### config.mk
export PLATFORM = sky130hd
export DESIGN_NAME = time_set_ctrl
export DESIGN_NICKNAME = d
export VERILOG_FILES = /design/src/rtl/time_set_ctrl.sv
export SDC_FILE = /design/constraint.sdc
export NUM_CORES = 1
export LEC_CHECK = 0
export ABC_AREA = 1
export BUFFER_PORTS_ARGS = -buffer_cell sky130_fd_sc_hd__buf_4
export CORE_AREA = 3 3 54 56
export DETAILED_ROUTE_END_ITERATION = 10
export DIE_AREA = 0 0 57 59
export PLACE_DENSITY = 0.83
export SLEW_MARGIN = 20
export SYNTH_ARGS = -nofsm -noshare
export SYNTH_HDL_FRONTEND = slang
export SYNTH_SLANG_ARGS = --single-unit
### constraint.sdc
create_clock -name clk -period 1.4 [get_ports clk]
set_input_delay 0.35 -clock clk [delete_from_list [all_inputs] [get_ports clk]]
set_output_delay 0.35 -clock clk [all_outputs]
set_load 0.02 [all_outputs]
### src/rtl/time_set_ctrl.sv
//==============================================================================
// Module      : time_set_ctrl
// Description : Clock/alarm mode controller with registered adjust pulses and a
//               self-cancelling alarm; optional snooze state under `SNOOZE_EN.
// Revision    : 1.0 - initial release
//==============================================================================
`timescale 1ns/1ps
`default_nettype none

module time_set_ctrl #(
    parameter int RING_TICKS   = 60,
    parameter int SNOOZE_TICKS = 300
) (
    input  logic       clk,
    input  logic       rst,
    input  logic       tick_1hz,
    input  logic       btn_mode,
    input  logic       btn_up,
    input  logic       btn_down,
    input  logic       alarm_match,
    output logic       sec_en,
    output logic       thr_adj,
    output logic       tmin_adj,
    output logic       ahr_adj,
    output logic       amin_adj,
    output logic       adj_dec,
    output logic [2:0] state,
    output logic       alarm_armed,
    output logic       blink,
    output logic       buzzer
);

    localparam logic [2:0] c_run      = 3'd0;
    localparam logic [2:0] c_set_thr  = 3'd1;
    localparam logic [2:0] c_set_tmin = 3'd2;
    localparam logic [2:0] c_set_ahr  = 3'd3;
    localparam logic [2:0] c_set_amin = 3'd4;
    localparam logic [2:0] c_ring     = 3'd5;
    localparam logic [2:0] c_snooze   = 3'd6;

    localparam int c_max_ticks = (RING_TICKS > SNOOZE_TICKS) ? RING_TICKS : SNOOZE_TICKS;
    localparam int c_cnt_w     = $clog2(c_max_ticks + 1);
    localparam logic [c_cnt_w-1:0] c_ring_last = c_cnt_w'(RING_TICKS - 1);
`ifdef SNOOZE_EN
    localparam logic [c_cnt_w-1:0] c_snz_last  = c_cnt_w'(SNOOZE_TICKS - 1);
`endif

    logic [2:0]         r_state;
    logic [2:0]         w_next;
    logic [c_cnt_w-1:0] r_cnt;
    logic [c_cnt_w-1:0] w_cnt_d;
    logic               r_match_d;
    logic               r_sec_en;
    logic [3:0]         r_adj;
    logic [3:0]         w_adj;
    logic               r_dec;
    logic               w_dec_d;
    logic               r_armed;
    logic               w_armed_d;
    logic               r_blink;
    logic               w_blink_d;
    logic               r_buzz;
    logic               w_buzz_d;
    logic               w_sec_en_d;

    // Mode wins over up/down, and up+down together cancel out.
    logic w_adj_req;
    logic w_rise;
    logic w_in_set;
    logic w_next_set;
    logic w_ring_exit;
    logic w_ring_timeout;

    assign w_adj_req      = (btn_up ^ btn_down) & ~btn_mode;
    assign w_rise         = alarm_match & ~r_match_d;
    assign w_in_set       = (r_state >= c_set_thr) && (r_state <= c_set_amin);
    assign w_next_set     = (w_next >= c_set_thr) && (w_next <= c_set_amin);
    assign w_ring_timeout = tick_1hz && (r_cnt == c_ring_last);
`ifdef SNOOZE_EN
    assign w_ring_exit    = btn_mode | btn_up;
`else
    assign w_ring_exit    = btn_mode | btn_up | btn_down;
`endif

    always_ff @(posedge clk or negedge rst) begin
        if (!rst) begin
            r_state   <= c_run;
            r_cnt     <= '0;
            r_match_d <= 1'b1;
            r_sec_en  <= 1'b0;
            r_adj     <= 4'b0000;
            r_dec     <= 1'b0;
            r_armed   <= 1'b0;
            r_blink   <= 1'b0;
            r_buzz    <= 1'b0;
        end else begin
            r_state   <= w_next;
            r_cnt     <= w_cnt_d;
            r_match_d <= alarm_match;
            r_sec_en  <= w_sec_en_d;
            r_adj     <= w_adj;
            r_dec     <= w_dec_d;
            r_armed   <= w_armed_d;
            r_blink   <= w_blink_d;
            r_buzz    <= w_buzz_d;
        end
    end

    always_comb begin
        w_next = r_state;
        case (r_state)
            c_run: begin
                if (btn_mode)
                    w_next = c_set_thr;
                else if (r_armed && w_rise)
                    w_next = c_ring;
            end
            c_set_thr:  if (btn_mode) w_next = c_set_tmin;
            c_set_tmin: if (btn_mode) w_next = c_set_ahr;
            c_set_ahr:  if (btn_mode) w_next = c_set_amin;
            c_set_amin: if (btn_mode) w_next = c_run;
            c_ring: begin
                if (w_ring_exit)
                    w_next = c_run;
`ifdef SNOOZE_EN
                else if (btn_down)
                    w_next = c_snooze;
`endif
                else if (w_ring_timeout)
                    w_next = c_run;
            end
`ifdef SNOOZE_EN
            c_snooze: begin
                if (btn_mode || btn_up)
                    w_next = c_run;
                else if (tick_1hz && (r_cnt == c_snz_last))
                    w_next = c_ring;
            end
`endif
            default: w_next = c_run;
        endcase
    end

    always_comb begin
        w_adj = 4'b0000;
        if (w_adj_req) begin
            case (r_state)
                c_set_thr:  w_adj = 4'b1000;
                c_set_tmin: w_adj = 4'b0100;
                c_set_ahr:  w_adj = 4'b0010;
                c_set_amin: w_adj = 4'b0001;
                default:    w_adj = 4'b0000;
            endcase
        end
        w_dec_d    = (|w_adj) & btn_down;
        w_sec_en_d = tick_1hz & ~w_next_set;
        w_armed_d  = r_armed ^ ((r_state == c_run) & w_adj_req & btn_up);
        w_buzz_d   = (w_next == c_ring);

        if (w_next == c_run)
            w_blink_d = 1'b0;
        else if (w_in_set && tick_1hz)
            w_blink_d = ~r_blink;
        else
            w_blink_d = r_blink;

        // Any state change clears the tick count, so every RING/SNOOZE entry starts at zero.
        if (w_next != r_state)
            w_cnt_d = '0;
        else if (tick_1hz && ((r_state == c_ring) || (r_state == c_snooze)))
            w_cnt_d = r_cnt + c_cnt_w'(1);
        else
            w_cnt_d = r_cnt;
    end

    assign state       = r_state;
    assign sec_en      = r_sec_en;
    assign thr_adj     = r_adj[3];
    assign tmin_adj    = r_adj[2];
    assign ahr_adj     = r_adj[1];
    assign amin_adj    = r_adj[0];
    assign adj_dec     = r_dec;
    assign alarm_armed = r_armed;
    assign blink       = r_blink;
    assign buzzer      = r_buzz;

endmodule

`default_nettype wire

### Word level (Yosys, flattened, before mapping)

Index checks and enable logic that the tools add are counted.

* register bits: 22
* logic and storage cells: 64

* add/sub/neg operators: 1
* magnitude comparators: 4
* reduce and logical (&&, ||, !) cells: 12
* muxes and demuxes: 15
* bitwise logic cells: 14
* equal/unequal tests: 9

Operators with widths (count)
* 3-bit two-way mux: 8
* 9-bit two-way mux: 2
* 3-bit case mux with 6 select lines: 1
* 4-bit case mux with 4 select lines: 1
* 3-bit == test, second input constant: 4
* 9-bit by 1-bit adder with 9-bit output, second input constant: 1
* 9-bit by 6-bit == test with 1-bit output, second input constant: 1
* 1-bit bitwise AND: 6
* 3-bit by 2-bit == test with 1-bit output, second input constant: 2
* 3-bit by 1-bit >= comparator with 1-bit output, second input constant: 2
* 3-bit less-or-equal comparator, second input constant: 2
* 1-bit logical AND: 6
* 3-bit zero test: 2
* 4-bit two-way mux: 1
* 1-bit inverter: 4
* 2-bit nonzero test: 2
* 4-bit OR reduction: 1
* 3-bit by 1-bit == test with 1-bit output, second input constant: 1
* 3-bit != test: 1
* 1-bit two-way mux: 2
* 1-bit bitwise OR: 2
* 1-bit bitwise XOR: 2
* 1-bit logical OR: 1

### Depth between registers and ports, before layout

Gate-level depths: netlist of the first run.

* depth in word-level cells: 10
* mapped depth: 11

### Worst setup path after synthesis of the first run

OpenSTA, ideal clock, no wires.

* path kind: flip-flop to flip-flop
* start: register r_state[0] (netlist: state[0])
* end: register r_cnt[4]
* path buffers: 1
* arrival: 1339 ps
* setup slack: -63 ps
* required time: 1277 ps
* stages on the path, launching flop included: 10
* path through: dfrtp_1 buf_6 nor2_1 nand2_1 nor2_2 nand2_2 nand3_2 nand2_1 nand2_2 nor3_1

* elaborated cells on any way between the ends: 21

RTL lines
* from (decl): RTL line 48 `logic [2:0] r_state;`
* from (signal assigned): RTL line 87 `r_state <= c_run;`
* from (signal assigned): RTL line 97 `r_state <= w_next;`
* 3-bit == test, or another cell as far along: RTL line 111 `case (r_state)`
* 3-bit case mux with 6 select lines (*): RTL line 111
* via w_next[2]: RTL line 49 `logic [2:0] w_next;`
* 3-bit != test (*): RTL line 168 `if (w_next != r_state)`
* 9-bit two-way mux / 2-bit nonzero test (equally long branches)
* to (signal assigned): RTL line 98 `r_cnt <= w_cnt_d;`
* to (decl): RTL line 50 `logic [c_cnt_w-1:0] r_cnt;`

The timed path passes the listed nets; every way through them passes the cells marked *.
A chain may end at the register's enable or synchronous reset.

### Final worst setup path of the first run

* start: register r_state[0] (netlist: state[0])
* end: register r_cnt[4]

* word-level cells in the longest chain between the ends: 5
* elaborated cells on any way between the ends: 21

Ends and longest elaborated chain (RTL line)
* 3-bit two-way mux, on equally long branches: 129, 115
* 3-bit two-way mux, on equally long branches: 123, 113
* 3-bit case mux with 6 select lines: 111
* 3-bit != test: 168
* 9-bit two-way mux / 2-bit nonzero test (equally long branches)

Several ways; a longest one is shown, not always the timed one.

==> results.yml, run 1 <==
worst_setup_path:
  start_kind: "flip-flop"
  timing.rr.start: "state[0]"
  crit_type: "reg2reg"
  r2r_end: "r_cnt[4]"
  cp_max_fo: 8
  worst-r2r-setup-slack_ps: -240
  worstPathArrival_ps: 1890
  reg2reg_depth: 7
  critPathLaunch: "state[0]"
  critPathRequiredTime_ps: 1640
  critPathCaptureType: "flip-flop"
power_and_ir_drop:
  totalPowerFinal_uw: 3548
  powerDensity_nw_per_um2: 1799
  peakVddDrop_mv: 1.764
  p_leak_uw: 0.0009641
timing:
  min_period_over_period: 1.174
  max_freq_mhz: 608.2
  worst_pin_slew_ps: 524.1
  rsz0062_at_grt: "true"
  relSlewSlack: 0.6469
  tns_ps: -2828
  setup_ws_ps: -244.2
  period_needed_ps: 1644
  slew_violations: 0
  fin_worst_skew_ps: 14.65
  setup_violations: 17
  hold_violations: 0
place:
  port_buffers: 18
  dp.cells: 224
  gp_congestion: 0.9021
  post-dp-hpwl_mm: 2.141
  placed_area_um2: 1580
  pre_cts_ws_ps: -157.8
synthesis:
  synthAdderAreaFrac: 0.01034
  netlist_instances: 155
  synthSimpleGateAreaFrac: 0.3495
  synth_top_cell_by_area: "dfrtp_1"
  synth_top_family_by_area: "simple AND/OR/NAND/NOR gates"
  synth_edf_count: 0
  synth-compound-area-share: 0.03619
  async_reset_ff_frac: 1.000
  synth.area.mux_share: 0
  syn_area_per_cell_um2: 7.806
  synth_cell_types: 24
  yosysWarnings: 0
  syn_area_um2: 1210
  synth_flop_cell: "dfrtp_1"
  synth_area_leaders: "dfrtp_1 43%, nand2_1 10%, nor2_1 7.1%"
  yosysSeqAreaShare: 0.4560
  ys_seq_elements: 22
  netlist.area_leader.share: 0.4343
  syn_nets: 163
  synthXorXnorAreaFrac: 0.05791
routing:
  wl_per_cell_um: 16.60
  wl_mm: 4.066
  ant_nets: 0
  drtIter0Drc: 73
  num_vias: 1337
  drc_errors: 0
  via_per_inst: 5.457
  firstDrtPassIters: 4
finish:
  syn2layout_area_growth_pct: 62.98
  design_area_um2: 1972
  layout.cells.non_filler: 245
  drive_gt1_frac: 0.5488
  fin_nets: 224
  antenna-diode-count: 0
clock_network:
  htree_levels: 1
  path_clk_slew_ps: 130
  cts_sinks: 22
  cts_tree: "yes"
  clockBufferDepth: 2
  cts-root-buf: "clkbuf_4"
  cts_buffers: 3
  worstSkewPairLatency_ps: 330
worst_hold_path:
  holdPathStages: 1
  min_to: "r_match_d"
  hold_start: "alarm_match"
  min_path_type: "in2reg"
flow_run:
  maxCapViolCount: 0
grt:
  grt_max_degree: 23
  overflow: 0
  antenna_found_initial: 0
  grt_first_pass_wirelength_mm: 6.023
  grtUsageTotal: 0.2313
  grt_pass1_vias: 1365
floorplan:
  io_pins: 19
  rows: 18
  core_um2: 2477
  dieArea_um2: 3363
  fp.dieH_um: 59
  start_util: 0.4884
  die_w_um: 57
run_status:
  status: "finished, violations left"
  violations: "negative setup slack"
[per-layer routing]
metal	track usage	vias up	wire length, um
met3	0.04575	16	209
met5	0	-	0
met4	0.1391	0	110
met2	0.4062	57	2175
li1	-	613	-
met1	0.2597	651	1571
[cell usage after synthesis, types with 2 or more instances]
master	number
inv_2	2
o21ai_0	2
nand3_2	2
nand2_1	33
inv_1	22
xnor2_1	2
xor2_1	6
nand2_2	4
nor3_1	11
dfrtp_1	21
nor2_1	23
nand3_1	11
a21oi_1	3
nand4_1	3
[cell usage in the layout, fill, tap and decap left out, drive strengths merged]
cell / instances
nand2: 38
o21ai: 3
nand3: 14
nor2: 25
a21oi: 3
buf: 55
dlygate4sd3: 1
nand4: 4
inv: 24
ha: 1
nor3: 11
dfrtp: 21
o211ai: 1
a31oi: 1
xnor2: 2
clkbuf: 4
dfstp: 1
xor2: 6
[flip-flops by register name, indices dropped and copies added, names as in the netlist]
signal and cells:
blink 1, sec_en 1, adj_dec 1, r_cnt 9, state 3, r_adj 4, buzzer 1, alarm_armed 1
r_match_d 1
[where the power goes]
group	total [uW]	switching, uW	internal (uW)
clock network	367	208	159
logic	2250	1290	962
registers	931	176	755
[critical path, cell delays in order, from the launching register on]
cell,delay [ps]
dfrtp_2,540
buf_4,190
nor3_2,220
nor2_2,80
nand4_1,110
buf_4,140
nand3_4,100
nor3_2,180
[cell families after synthesis]
group                    Yosys count
AND/OR/NAND/NOR                   90
flip-flops                        22
AO/OA/AOI/OAI                      8
adder cells (fa/ha/maj)            1
XOR/XNOR                           8
buffers and inverters             26
[metrics by stage]
| step | util | hold slack (ps) |
|---|---|---|
| final | 0.7960 | 136.7 |
| after global routing | 0.7960 | 113.4 |
| after CTS | 0.7419 | 135.0 |
| after detailed placement | 0.6379 | 256.6 |
| after global placement | 0.6379 | 244.6 |
| after floorplan | - | 54.41 |
[area by class of cell]
| class | instances | area [um2] |
|---|---|---|
| clock buffer | 4 | 36.28 |
| fill | 144 | 505.5 |
| inverter | 24 | 92.59 |
| multi-input combinational | 109 | 784.5 |
| sequential | 22 | 555.5 |
| tap | 30 | 37.54 |
| timing repair buffer | 56 | 465.4 |
[worst max path at each step]
stage,slack (ps),depth (start not counted),end
CTS,-110,9,r_cnt[4]
global route,-320,7,r_cnt[7]
finish,-240,7,r_cnt[4]
detailed placement,-160,9,r_cnt[2]
floorplan,-4,9,r_cnt[1]
global placement,-100,8,r_cnt[8]
[what timing repair did]
| item | 4_1_cts | 5_1_grt |
|---|---|---|
| setup endpoints to repair | 14 | 19 |
| hold endpoints to repair | 21 | 0 |
| pin swaps | 15 | 23 |
| cloned | 2 | 0 |
| buffers inserted | 9 | 7 |
| hold buffers | 1 | 0 |
| gates resized for setup | 33 | 27 |
(Power assumes the default switching activity.)
==> run 2, diff against run 1 <==
==> constraint.sdc (replaced) <==
create_clock -name clk -period 1.4 [get_ports clk]
set_input_delay 0.35 -clock clk [delete_from_list [all_inputs] [get_ports clk]]
set_output_delay 0.35 -clock clk [all_outputs]
set_load 0.1 [all_outputs]
==> results.yml, run 2 (synthesis results as in run 1) <==
worst_setup_path:
  cpMaxStageDelayCell: "dfrtp_1"
  crit_type: "reg2reg"
  cp_max_fo: 4
  crit_top_cell: "nand2_2"
  critPathCaptureType: "flip-flop"
  start_kind: "flip-flop"
  critPathMaxStageDelay_ps: 440
  critPathRequiredTime_ps: 1640
  worstPathArrival_ps: 1900
  crit_chain: "inv_1 > nand2_1 > nor2_1 > nand3_1 > nand2_2 > nand3_4 > nand2_4 > nand2_2 > nor3_2"
worst_hold_path:
  min_path_type: "in2reg"
timing:
  relSlewSlack: 0.5275
  rsz0062_at_grt: "true"
  min_period_over_period: 1.186
  setup_violations: 18
  slew_violations: 0
  max_freq_mhz: 602.0
  worst_pin_slew_ps: 701.3
  hold_violations: 0
  period_needed_ps: 1661
  setup_ws_ps: -261.1
  fin_worst_skew_ps: 15.59
place:
  placed_area_um2: 1559
  port_buffers: 18
  post-dp-hpwl_mm: 2.168
  dp.cells: 220
  gp_congestion: 0.9323
routing:
  drc_errors: 0
  dr_wl_met2_mm: 2.237
  wl_met3_um: 201
  ant_nets: 0
  firstDrtPassIters: 4
  drtIter0Drc: 72
  num_vias: 1345
  m1WireLength_mm: 1.553
  via_per_inst: 5.535
  wl_per_cell_um: 17.04
  wl_mm: 4.141
  top_layer_used: "met4"
grt:
  overflow: 0
  antenna_found_initial: 0
  grt_first_pass_wirelength_mm: 5.892
  grt_pass1_vias: 1313
  grtUsageTotal: 0.2302
  grt_max_degree: 23
floorplan:
  start_util: 0.4884
  io_pins: 19
  dieArea_um2: 3363
  fp.dieH_um: 59
  rows: 18
  core_um2: 2477
  die_w_um: 57
run_status:
  status: "finished, violations left"
  violations: "negative setup slack"
finish:
  largest_reg_flops: 9
  layout.cells.non_filler: 243
  drive_gt1_frac: 0.5446
  fin_nets: 222
  largest-register: "r_cnt"
  layout_common_cells: "47 x buf_4, 25 x nand2_1, 17 x dfrtp_1"
  fin_util: 0.8091
  final_common_cell: "buf_4"
  syn2layout_area_growth_pct: 65.67
  antenna-diode-count: 0
  design_area_um2: 2004
clock_network:
  path_clk_slew_ps: 130
  cts_buffers: 3
  cts_tree: "yes"
  clockBufferDepth: 2
  htree_levels: 1
  cts-root-buf: "clkbuf_4"
  cts_sinks: 22
  worstSkewPairLatency_ps: 320
power_and_ir_drop:
  peakVddDrop_mv: 2.490
  p_leak_uw: 0.0009772
  totalPowerFinal_uw: 4516
  powerDensity_nw_per_um2: 2253
flow_run:
  maxCapViolCount: 0
==> run 2: final cells by class <==
type / instances / area, um2
multi-input combinational: 109 / 792.0
sequential: 22 / 564.3
fill: 138 / 473.0
timing repair buffer: 54 / 465.4
inverter: 24 / 92.59
tap: 30 / 37.54
clock inverter: 1 / 30.03
clock buffer: 3 / 22.52
==> run 2: metrics by stage <==
step,hold WS [ps],setup slack (ps),setup TNS (ps)
3_5_place_dp,249.9,-123.3,-1001
4_1_cts,146.1,-119.1,-1413
6_report,139.6,-261.1,-3255
2_1_floorplan,54.41,-216.2,-2319
5_1_grt,110.5,-326.0,-4550
3_3_place_gp,241.9,-97.13,-407.9
==> run 2: worst max-delay path, delay by kind of cell (launching register included) <==
kind	cells	cell delay (ps)
simple gates	8	1020
flops	1	440
buf+inv	1	120
==> run 2: final timing paths <==
kind | start | to | slack, ps | cells after the start
worst min-delay path | alarm_match | r_match_d | 140 | 1
worst min register to register | alarm_armed | alarm_armed | 490 | 1
max in group asynchronous | rst | r_match_d | 670 | 2
min in group asynchronous | rst | r_cnt[8] | 440 | 2
worst max register to register | r_cnt[7] | r_cnt[8] | -260 | 9
worst max-delay path | r_cnt[7] | r_cnt[8] | -260 | 9
==> run 2: where the power goes <==
part	total (uW)	switching [uW]	internal (uW)
clock network	495	205	290
registers	963	185	778
logic	3060	1980	1080
==> run 2: per-layer routing <==
metal	global-route usage	up-vias
li1	-	605
met1	0.2521	665
met2	0.4339	58
met3	0.03050	17
met4	0.1159	0
met5	0	-
==> run 2: what timing repair did <==
action / in CTS / in global routing
setup buffers: 8 / 8
hold buffers: 1 / 0
cloned: 1 / 1
pin swaps: 9 / 22
hold endpoints to repair: 21 / 0
gates resized for setup: 27 / 35
setup endpoints to repair: 16 / 20
